===== src/rtl/pipeline_hazard_ctrl_if.sv =====
// Bundle between the pipeline datapath and the hazard controller.
//
// The datapath side (master) drives the ID/EX hazard information.
// The controller side (slave) returns the pipeline-register controls,
// the multiply status and the performance counters.
//
// Signals:
//   ID_Rs, ID_Rt, ID_UsesRs, ID_UsesRt   source operands of the ID instruction
//   EX_MemRead, EX_RegWrite, EX_Rd       load/writeback info of the EX instruction
//   EX_BranchTaken, EX_MulStart          control-flow and multiply events in EX
//   PC_Stall, IFID_Stall, IFID_Flush,
//   IDEX_Stall, IDEX_Flush, EXMEM_Flush  pipeline-register controls
//   MulBusy, MulDone                     multiply sequencer status
//   StallCount, FlushCount               saturating performance counters
interface pipeline_hazard_ctrl_if #(
  parameter int REG_W = 5,
  parameter int CNT_W = 32
);
  logic [REG_W-1:0] ID_Rs;
  logic [REG_W-1:0] ID_Rt;
  logic             ID_UsesRs;
  logic             ID_UsesRt;
  logic             EX_MemRead;
  logic             EX_RegWrite;
  logic [REG_W-1:0] EX_Rd;
  logic             EX_BranchTaken;
  logic             EX_MulStart;
  logic             PC_Stall;
  logic             IFID_Stall;
  logic             IFID_Flush;
  logic             IDEX_Stall;
  logic             IDEX_Flush;
  logic             EXMEM_Flush;
  logic             MulBusy;
  logic             MulDone;
  logic [CNT_W-1:0] StallCount;
  logic [CNT_W-1:0] FlushCount;

  modport master (
    output ID_Rs, ID_Rt, ID_UsesRs, ID_UsesRt,
    output EX_MemRead, EX_RegWrite, EX_Rd, EX_BranchTaken, EX_MulStart,
    input  PC_Stall, IFID_Stall, IFID_Flush, IDEX_Stall, IDEX_Flush, EXMEM_Flush,
    input  MulBusy, MulDone, StallCount, FlushCount
  );

  modport slave (
    input  ID_Rs, ID_Rt, ID_UsesRs, ID_UsesRt,
    input  EX_MemRead, EX_RegWrite, EX_Rd, EX_BranchTaken, EX_MulStart,
    output PC_Stall, IFID_Stall, IFID_Flush, IDEX_Stall, IDEX_Flush, EXMEM_Flush,
    output MulBusy, MulDone, StallCount, FlushCount
  );
endinterface


===== src/rtl/pipeline_hazard_ctrl.sv =====
// Central hazard controller for the 5-stage MIPS32 core.
//
// Produces stall/flush controls for the PC and the IF/ID, ID/EX and EX/MEM
// pipeline registers. Handles taken branches resolved in EX, multi-cycle
// multiplies held in EX, and load-use hazards, with priority
// branch > multiply > load-use. Also keeps saturating counters of stall
// cycles and flush cycles.
//
// Ports:
//   Clk    core clock
//   Reset  synchronous active-high reset (controls are also forced low
//          combinationally while it is high)
//   bus    pipeline_hazard_ctrl_if.slave: hazard inputs in, controls,
//          multiply status and counters out
module pipeline_hazard_ctrl #(
  parameter int MUL_LATENCY = 4,
  parameter int REG_W       = 5,
  parameter int CNT_W       = 32
) (
  input logic                  Clk,
  input logic                  Reset,
  pipeline_hazard_ctrl_if.slave bus
);

  localparam int MW = $clog2(MUL_LATENCY) + 1;
  localparam logic [REG_W-1:0] ZeroReg = '0;

  typedef enum logic {IDLE, MUL_BUSY} state_t;

  state_t           state;
  logic [MW-1:0]    mcnt;
  logic [CNT_W-1:0] stallCnt;
  logic [CNT_W-1:0] flushCnt;

  logic inIdle;
  logic busy;
  logic branch;
  logic mulGo;
  logic hazard;
  logic loadUse;

  // Event decode. In MUL_BUSY the EX stage is frozen, so branch and multiply
  // start inputs are stale and are only honoured from IDLE. A one-cycle
  // multiply needs no sequencing at all, so it never starts the FSM.
  always_comb begin
    inIdle  = (state == IDLE);
    busy    = (state == MUL_BUSY);
    branch  = inIdle & bus.EX_BranchTaken;
    mulGo   = inIdle & ~bus.EX_BranchTaken & bus.EX_MulStart & (MUL_LATENCY > 1);
    hazard  = bus.EX_MemRead & bus.EX_RegWrite & (bus.EX_Rd != ZeroReg) &
              ((bus.ID_UsesRs & (bus.ID_Rs == bus.EX_Rd)) |
               (bus.ID_UsesRt & (bus.ID_Rt == bus.EX_Rd)));
    loadUse = inIdle & ~branch & ~mulGo & hazard;
  end

  // Pipeline controls are combinational so they act in the same cycle the
  // hazard is seen. Reset masks everything so the pipeline registers
  // clear cleanly while the core is held.
  always_comb begin
    bus.PC_Stall    = ~Reset & (busy | loadUse);
    bus.IFID_Stall  = ~Reset & (busy | loadUse);
    bus.IFID_Flush  = ~Reset & branch;
    bus.IDEX_Stall  = ~Reset & busy;
    bus.IDEX_Flush  = ~Reset & (branch | loadUse);
    bus.EXMEM_Flush = ~Reset & busy;
    bus.MulBusy     = ~Reset & busy;
    bus.MulDone     = ~Reset & busy & (mcnt == MW'(1));
    bus.StallCount  = stallCnt;
    bus.FlushCount  = flushCnt;
  end

  // Multiply sequencer. The start cycle itself is not stalled, so the busy
  // period is MUL_LATENCY-1 cycles, counted down to 1.
  always_ff @(posedge Clk) begin
    if (Reset) begin
      state <= IDLE;
      mcnt  <= '0;
    end else begin
      case (state)
        IDLE: begin
          if (mulGo) begin
            state <= MUL_BUSY;
            mcnt  <= MW'(MUL_LATENCY - 1);
          end
        end
        MUL_BUSY: begin
          mcnt <= mcnt - MW'(1);
          if (mcnt == MW'(1)) begin
            state <= IDLE;
          end
        end
        default: begin
          state <= IDLE;
          mcnt  <= '0;
        end
      endcase
    end
  end

  // Performance counters stick at all-ones so a long run never reads as a
  // small count after wrapping.
  always_ff @(posedge Clk) begin
    if (Reset) begin
      stallCnt <= '0;
      flushCnt <= '0;
    end else begin
      if (bus.PC_Stall && (stallCnt != '1)) begin
        stallCnt <= stallCnt + CNT_W'(1);
      end
      if ((bus.IFID_Flush || bus.IDEX_Flush) && (flushCnt != '1)) begin
        flushCnt <= flushCnt + CNT_W'(1);
      end
    end
  end

endmodule


===== src/flat_wrapper.sv =====
// flat-port wrapper written by rule: the top's interface ports become plain ports
module pipeline_hazard_ctrl_flat 
#(
  parameter int MUL_LATENCY = 4,
  parameter int REG_W       = 5,
  parameter int CNT_W       = 32
)
  (Clk, Reset, bus_ID_Rs, bus_ID_Rt, bus_ID_UsesRs, bus_ID_UsesRt, bus_EX_MemRead, bus_EX_RegWrite, bus_EX_Rd, bus_EX_BranchTaken, bus_EX_MulStart, bus_PC_Stall, bus_IFID_Stall, bus_IFID_Flush, bus_IDEX_Stall, bus_IDEX_Flush, bus_EXMEM_Flush, bus_MulBusy, bus_MulDone, bus_StallCount, bus_FlushCount);
  pipeline_hazard_ctrl_if #(.REG_W(REG_W), .CNT_W(CNT_W)) bus_i ();
  input logic Clk;
  input logic Reset;
  input wire logic [$bits(bus_i.ID_Rs)-1:0] bus_ID_Rs;
  input wire logic [$bits(bus_i.ID_Rt)-1:0] bus_ID_Rt;
  input wire logic [$bits(bus_i.ID_UsesRs)-1:0] bus_ID_UsesRs;
  input wire logic [$bits(bus_i.ID_UsesRt)-1:0] bus_ID_UsesRt;
  input wire logic [$bits(bus_i.EX_MemRead)-1:0] bus_EX_MemRead;
  input wire logic [$bits(bus_i.EX_RegWrite)-1:0] bus_EX_RegWrite;
  input wire logic [$bits(bus_i.EX_Rd)-1:0] bus_EX_Rd;
  input wire logic [$bits(bus_i.EX_BranchTaken)-1:0] bus_EX_BranchTaken;
  input wire logic [$bits(bus_i.EX_MulStart)-1:0] bus_EX_MulStart;
  output wire logic [$bits(bus_i.PC_Stall)-1:0] bus_PC_Stall;
  output wire logic [$bits(bus_i.IFID_Stall)-1:0] bus_IFID_Stall;
  output wire logic [$bits(bus_i.IFID_Flush)-1:0] bus_IFID_Flush;
  output wire logic [$bits(bus_i.IDEX_Stall)-1:0] bus_IDEX_Stall;
  output wire logic [$bits(bus_i.IDEX_Flush)-1:0] bus_IDEX_Flush;
  output wire logic [$bits(bus_i.EXMEM_Flush)-1:0] bus_EXMEM_Flush;
  output wire logic [$bits(bus_i.MulBusy)-1:0] bus_MulBusy;
  output wire logic [$bits(bus_i.MulDone)-1:0] bus_MulDone;
  output wire logic [$bits(bus_i.StallCount)-1:0] bus_StallCount;
  output wire logic [$bits(bus_i.FlushCount)-1:0] bus_FlushCount;
  assign bus_i.ID_Rs = bus_ID_Rs;
  assign bus_i.ID_Rt = bus_ID_Rt;
  assign bus_i.ID_UsesRs = bus_ID_UsesRs;
  assign bus_i.ID_UsesRt = bus_ID_UsesRt;
  assign bus_i.EX_MemRead = bus_EX_MemRead;
  assign bus_i.EX_RegWrite = bus_EX_RegWrite;
  assign bus_i.EX_Rd = bus_EX_Rd;
  assign bus_i.EX_BranchTaken = bus_EX_BranchTaken;
  assign bus_i.EX_MulStart = bus_EX_MulStart;
  assign bus_PC_Stall = bus_i.PC_Stall;
  assign bus_IFID_Stall = bus_i.IFID_Stall;
  assign bus_IFID_Flush = bus_i.IFID_Flush;
  assign bus_IDEX_Stall = bus_i.IDEX_Stall;
  assign bus_IDEX_Flush = bus_i.IDEX_Flush;
  assign bus_EXMEM_Flush = bus_i.EXMEM_Flush;
  assign bus_MulBusy = bus_i.MulBusy;
  assign bus_MulDone = bus_i.MulDone;
  assign bus_StallCount = bus_i.StallCount;
  assign bus_FlushCount = bus_i.FlushCount;
  pipeline_hazard_ctrl #(.MUL_LATENCY(MUL_LATENCY), .REG_W(REG_W), .CNT_W(CNT_W)) u_core (.Clk(Clk), .Reset(Reset), .bus(bus_i));
endmodule

===== config.mk =====
export PLATFORM = sky130hd
export DESIGN_NAME = pipeline_hazard_ctrl_flat
export DESIGN_NICKNAME = d
export VERILOG_FILES = /design/src/rtl/pipeline_hazard_ctrl_if.sv /design/src/rtl/pipeline_hazard_ctrl.sv /design/src/flat_wrapper.sv
export SDC_FILE = /design/constraint.sdc
export NUM_CORES = 1
export LEC_CHECK = 0
export ABC_AREA = 1
export CORE_MARGIN = 5
export CORE_UTILIZATION = 55
export CTS_BUF_LIST = sky130_fd_sc_hd__clkbuf_4
export DETAILED_ROUTE_END_ITERATION = 6
export GPL_TIMING_DRIVEN = 0
export PLACE_DENSITY = 0.95
export SLEW_MARGIN = 20
export SYNTH_ARGS = -nofsm -noshare
export SYNTH_HDL_FRONTEND = slang
export SYNTH_SLANG_ARGS = --single-unit

===== constraint.sdc =====
create_clock -name Clk -period 5.09 [get_ports Clk]
set_input_delay 0.7635 -clock Clk [delete_from_list [all_inputs] [get_ports Clk]]
set_output_delay 0.7635 -clock Clk [all_outputs]
set_load 0.005 [all_outputs]

==> key figures, run 1 <==
Status
  – Status: finished, final reports clean

GRT
  – Overall Global Routing Usage: between 20 and 30%
  – Initial antenna violation count: 0
  – Global-route wire length before repair: 22.4 mm
  – Grt ovf: 0
  – Vias in the first global route: 4806
  – Largest net degree at the start of global routing: 12

Clock network
  – Clock transition at path regs: around 0.1 ns
  – CTS H-tree lvls: 3
  – Cts hold-fix bufs: 0
  – Clock Root Buffer: clkbuf_4
  – Number of buffers created by CTS: 9
  – CTS Sinks: between 60 and 70
  – TritonCTS clock tree: built
  – CTS resizes: 0
  – Clock Path Buffers: 2
  – Post-CTS Setup Bufs: 0
  – Clk_lat worst skew: approximately 0.43 ns

Detailed routing
  – Vias per cell: approximately 5.4
  – Max layer used: met4
  – Final WL: 13.5 mm
  – Final ANT Viol Nets: 0
  – Vias: roughly 5.3k
  – Initial DRC count: about 420
  – Met2 wire len: between 6 and 7 mm
  – Routed metal-1 wirelength: between 5 and 6 mm
  – Met3 wire length: 1.23 mm
  – WL/cell: ~14 um
  – DRC errors left: 0
  – Drt pass-1 iters: 5

Synthesis
  – Syn Area/Cell: 5.96 um^2
  – Synth Flop Type: dfxtp_1
  – Area contributors post-synth: dfxtp_1 29%, nand2_1 24%, nor2_1 9.1%
  – Syn Inst Count: just under 800
  – Yosys top cell area share: 29.4%
  – Synth unique cells: 27
  – Post-synth EDFFs: 0
  – Yosys reg bits: 68
  – Yosys warns: 0
  – Synth top cells by count: 294 x nand2_1, 112 x nor2_1, 78 x nand3_1
  – Syn nets: roughly 800
  – Register area share after synthesis: 29.4%
  – Synthesized area: approximately 4600 um^2
  – Most instantiated library cell after synthesis: nand2_1
  – Area leader, netlist: dfxtp_1
  – Ys async rst share: 0%

Hold path
  – Hold Crit Start: u_core.bus.FlushCount[30]
  – Hold path cells: 2
  – HP Class: reg2reg
  – Hold Path Sink: u_core.bus.FlushCount[30]

Timing
  – RSZ-0062 raised after global routing: no
  – Final Skew: slightly above 0.02 ns
  – Setup violators final: 0
  – Final Cycle Share: about three quarters
  – Rel. slew slack: 62.4%
  – Setup TNS: 0 ns
  – Final hold viol count: 0
  – Least-Margin Pin Slew: around 0.56 ns
  – Tmin final: 3.77 ns
  – F_max: 265 MHz
  – Slew Viols, Final: 0

Place
  – Placed cells: approximately 970
  – Port Buffers: 93
  – RD Place Congestion: approximately 0.99
  – Dpl hpwl: ~11 mm
  – Placed cell areas: 5690 um^2

Die
  – Die H: 102 um
  – Starting Density: 56.3%
  – Die ar.: approximately 10000 um^2
  – Num rows: 33
  – CORE AREA: a little over 8000 um^2
  – Die Wd: about 100 um
  – I/O Pins: 95

Worst setup path
  – R2R Path Start: u_core.bus.StallCount[0]
  – Kind of critical path: in2out
  – CP dominant cell by count: nand2_1
  – Worst r2r dst: u_core.bus.StallCount[17]
  – R2r worst-path depth: 9
  – Startpoint types: input port
  – Largest fanout on the critical path: 10
  – Critical Path Slowest Stage Cell: clkdlybuf4s50_1
  – Max incr delay on CP: between 0.5 and 0.6 ns
  – Cells along the critical path: clkdlybuf4s50_1 -> inv_1 -> nand2_1 -> nand2_1 -> nor2_1 -> nand3_1 -> nand2_1 -> nand2_1 -> nand2_1 -> buf_2 -> clkdlybuf4s50_1
  – Worst setup EP type: output pin
  – WP data arrival: 3.00 ns
  – CP required: 4.33 ns
  – Reg2Reg Setup Slack: between 2 and 3 ns

Finish
  – Final nets: a little over 900
  – Share of post-route cells with drive strength above 1: 4.63%
  – Final cell count without fillers: a little under 1k
  – Final Cell Area: around 5800 um^2
  – Diode count: 0
  – Syn-to-layout area delta: 25.9%

Power and ir drop
  – Leakage power: 2.08 nW
  – Cell Pwr Density: about 170 nW/um^2
  – Peak supply drop: 0.000102 V

Flow run
  – Max Cap Viol: 0
-- area by class of cell --
class	instances	area [um^2]
clock inverters	5	52.6
multi-input cells	633	2930
repair buffers	93	931
fillers	729	2390
inverters	46	173
plain buffers	29	161
flip-flops and latches	68	1360
clock buffers	11	82.6
well taps	105	131
-- worst max-delay path: cells and delay by family --
| family | cells | cell delay [ns] |
|---|---|---|
| and+or+nand+nor | 7 | 0.78 |
| buffers and inverters | 4 | 1.46 |
-- per-stage QoR --
stage	setup slack [ns]	util (%)	power, mW	hold WS, ns
floorplan	2.60	-	0.604	0.472
global placement	1.37	69.2	0.646	0.486
detailed placement	1.34	69.2	0.649	0.505
CTS	1.34	70.9	1.00	0.520
global route	1.14	70.9	1.03	0.535
finish	1.32	70.9	1.00	0.520
-- per-layer routing --
metal | track usage [%] | vias up
met5 | 0 | -
met4 | 10.4 | 0
met3 | 4.82 | 25
met2 | 41.9 | 250
met1 | 36.7 | 2371
li1 | - | 2692
-- flip-flops by register name, summed over array words and instances (netlist names) --
| signal | flops |
|---|---|
| u_core.mcnt | 3 |
| u_core.bus.FlushCount | 32 |
| u_core.bus.StallCount | 32 |
| u_core.busy | 1 |
-- power by group --
part | internal, mW | leakage (nW) | total (mW) | switching [mW]
registers | 0.536 | 0.549 | 0.541 | 0.00501
clock network | 0.159 | 0.0782 | 0.364 | 0.205
logic | 0.0419 | 1.45 | 0.0964 | 0.0545
total | 0.737 | 2.08 | 1.00 | 0.265
-- cell families (layout without fill, tap and decap cells) --
family	Yosys count	after routing	share of synthesized area, %
fa+ha+maj	4	4	1.08
compound gates	69	69	7.55
xor+xnor	30	30	5.68
buf+inv	75	184	7.22
flops	68	68	29.4
simple gates	530	530	49.0
-- cells in the final DEF, fill, tap and decap left out, types with 2 or more instances in the layout --
master	netlist	final
clkbuf_1	13	13
nor2_1	112	112
nor3_1	4	4
xnor2_1	11	11
nand3b_1	26	26
nor2_4	3	3
buf_6	3	3
nand2_1	294	294
buf_4	6	6
buf_2	6	6
clkinv_2	0	2
ha_1	4	4
clkdlybuf4s50_1	0	93
o21ai_0	2	2
nor2_2	2	2
nand2_2	2	2
inv_1	45	45
nand3_1	78	78
dfxtp_1	68	68
a21oi_1	66	66
nand4_1	5	5
xor2_1	19	19
clkbuf_4	0	11
-- how the worst max path moves through the flow --
stage	startpoint	end	slack [ns]	cells past startpoint
finish	bus_EX_Rd[1]	bus_IDEX_Flush	1.32	11
global route	bus_EX_Rd[1]	bus_PC_Stall	1.14	12
CTS	bus_EX_Rd[1]	bus_IDEX_Flush	1.34	11
detailed placement	bus_EX_Rd[1]	bus_IDEX_Flush	1.34	11
global placement	bus_EX_Rd[1]	bus_IDEX_Flush	1.37	11
floorplan	Reset	bus_PC_Stall	2.60	8
Note: power is estimated with default switching activity, not from simulation.
==> inputs of run 2 (changes only) <==
--- a/config.mk
+++ b/config.mk
@@ -7,7 +7,7 @@
 export LEC_CHECK = 0
 export ABC_AREA = 1
 export CORE_MARGIN = 5
-export CORE_UTILIZATION = 55
+export CORE_UTILIZATION = 54
 export CTS_BUF_LIST = sky130_fd_sc_hd__clkbuf_4
 export DETAILED_ROUTE_END_ITERATION = 6
 export GPL_TIMING_DRIVEN = 0
==> constraint.sdc (replaced) <==
create_clock -name Clk -period 3.6 [get_ports Clk]
set_input_delay 0.54 -clock Clk [delete_from_list [all_inputs] [get_ports Clk]]
set_output_delay 0.54 -clock Clk [all_outputs]
set_load 0.005 [all_outputs]
==> key figures, run 2 (synthesized netlist as in run 1, its figures left out) <==
Timing
  – Final Skew: 0.0172 ns (-0.00293 ns)
  – Tmin final: around 3.3 ns
  – Final Cycle Share: slightly above 90%
  – Final hold viol count: 0 (unchanged)
  – Least-Margin Pin Slew: 0.570 ns (+0.00644 ns)
  – F_max: slightly above 300 MHz
  – Rel. slew slack: 62.0% (-0.43 points)
  – Slew Viols, Final: 0 (unchanged)
  – Setup violators final: 0 (unchanged)
  – RSZ-0062 raised after global routing: no
  – Setup TNS: 0 ns (unchanged)

Detailed routing
  – Vias per cell: 5.45 (+1.2%)
  – Final ANT Viol Nets: 0 (unchanged)
  – DRC errors left: 0 (unchanged)
  – WL/cell: 13.9 um (+1.6%)
  – Drt pass-1 iters: 6 (+1)
  – Vias: 5400 (+1.2%)
  – Initial DRC count: 517 (+23%)
  – Final WL: 13.7 mm (+1.6%)

Die
  – Starting Density: 55.7% (-0.56 points)
  – CORE AREA: 8300 um^2 (+1.0%)
  – Die H: 103 um (+0.83%)
  – Die ar.: 10500 um^2 (+1.7%)
  – I/O Pins: 95 (unchanged)
  – Num rows: 33 (unchanged)
  – Die Wd: 103 um (+0.83%)

Finish
  – Post-layout util: 70.4% (-0.43 points)
  – Syn-to-layout area delta: 26.4%
  – Final nets: 907 (unchanged)
  – Diode count: 0 (unchanged)
  – Most common cell after layout, fill and taps aside: nand2_1
  – Share of post-route cells with drive strength above 1: 4.63% (unchanged)
  – Most frequent cells in the layout: 294 x nand2_1, 112 x nor2_1, 93 x clkdlybuf4s50_1, 78 x nand3_1, 68 x dfxtp_1

Clock network
  – Post-CTS Setup Bufs: 0 (unchanged)
  – CTS Sinks: 68 (unchanged)
  – Clock transition at path regs: 0.11 ns (about the same)
  – Cts hold-fix bufs: 0 (unchanged)
  – Clk_lat worst skew: 0.45 ns (+0.02 ns)
  – CTS resizes: 0 (unchanged)
  – Clock Path Buffers: 2 (unchanged)
  – CTS H-tree lvls: 3 (unchanged)
  – TritonCTS clock tree: built
  – Clock Root Buffer: clkbuf_4
  – Number of buffers created by CTS: 9 (unchanged)

Place
  – Port Buffers: 93 (unchanged)
  – RD Place Congestion: 0.956 (-3.5%)
  – Dpl hpwl: 10.5 mm (-0.85%)

GRT
  – Global-route wire length before repair: 22.5 mm (+0.25%)
  – Vias in the first global route: 4877 (+1.5%)
  – Initial antenna violation count: 0 (unchanged)
  – Largest net degree at the start of global routing: 13 (+1)
  – Grt ovf: 0 (unchanged)
  – Overall Global Routing Usage: 26.6% (-0.16 points)

Flow run
  – Max Cap Viol: 0 (unchanged)

Worst setup path
  – CP required: 3.06 ns (-1.27 ns)
  – Startpoint types: input port
  – WP data arrival: 2.76 ns (-0.24 ns)
  – Worst setup EP type: output pin
  – Kind of critical path: in2out
  – Reg2Reg Setup Slack: 1.27 ns (-1.47 ns)
  – Largest fanout on the critical path: 11 (+1)

Status
  – Status: finished, final reports clean

Hold path
  – HP Class: reg2reg

Power and ir drop
  – Peak supply drop: 0.000164 V (+62%)
  – Cell Pwr Density: 255 nW/um^2 (+48%)
  – Leakage power: 2.08 nW (+0.26%)
-- run 2: cell types whose count changed in the layout (fill, tap and decap cells not counted) --
cell	delta
bufinv_16	+1
clkbuf_4	-2
clkinv_4	-1
clkinvlp_4	+1
inv_6	+1
-- run 2: layout make-up --
| class | count | area (um^2) |
|---|---|---|
| Tap cell | 105 | 131 |
| Inverter | 46 | 173 |
| Buffer | 29 | 161 |
| Sequential cell | 68 | 1360 |
| Clock buffer | 9 | 67.6 |
| Timing Repair Buffer | 93 | 931 |
| Clock inverter | 7 | 90.1 |
| Fill cell | 720 | 2450 |
| Multi-Input combinational cell | 633 | 2930 |
-- run 2: metal layers --
layer | GRT usage [%] | vias up | routed length [um]
li1 | - | 2694 | -
met1 | 36.1 | 2380 | 5890
met2 | 42.6 | 292 | 6100
met3 | 5.55 | 34 | 1410
met4 | 8.68 | 0 | 319
met5 | 0 | - | 0
-- run 2: stage by stage --
| step | setup WS (ns) | area [um^2] | total power [mW] | std cells | hold slack [ns] |
|---|---|---|---|---|---|
| floorplan | 1.55 | 4620 | 0.854 | 776 | 0.472 |
| global placement | 0.332 | 5690 | 0.914 | 974 | 0.493 |
| detailed placement | 0.332 | 5690 | 0.916 | 974 | 0.496 |
| CTS | 0.323 | 5840 | 1.50 | 990 | 0.514 |
| global route | 0.131 | 5840 | 1.54 | 990 | 0.548 |
| finish | 0.303 | 5840 | 1.49 | 990 | 0.512 |
-- run 2: path summary, 6_finish.rpt --
check	start	end	depth (start not counted)
hold / removal	u_core.mcnt[0]	u_core.mcnt[0]	2
hold reg to reg	u_core.mcnt[0]	u_core.mcnt[0]	2
setup reg to reg	u_core.bus.StallCount[0]	u_core.bus.StallCount[17]	9
setup / recovery	bus_EX_Rd[1]	bus_PC_Stall	12
-- run 2: where the power goes --
group,switching (mW),internal (mW)
clock network,0.311,0.279
registers,0.00704,0.758
logic,0.0765,0.0589
total,0.394,1.10
-- run 2: worst max-delay path: stages --
cell             delay [ns]
clkdlybuf4s50_1        0.53
inv_1                  0.07
nand2_1                0.06
nand2_1                0.06
nor2_1                 0.10
nand3_1                0.08
nand2_1                0.07
nand2_1                0.06
nand2_1                0.24
buf_2                  0.31
buf_4                  0.14
clkdlybuf4s50_1        0.49
==> inputs of run 3 (changes only) <==
--- a/config.mk
+++ b/config.mk
@@ -9,6 +9,7 @@
 export CORE_MARGIN = 5
 export CORE_UTILIZATION = 54
 export CTS_BUF_LIST = sky130_fd_sc_hd__clkbuf_4
+export CTS_CLUSTER_DIAMETER = 120
 export DETAILED_ROUTE_END_ITERATION = 6
 export GPL_TIMING_DRIVEN = 0
 export PLACE_DENSITY = 0.95
==> results of run 3 <==
Final layout, timing and power as in run 2 (identical DEF).
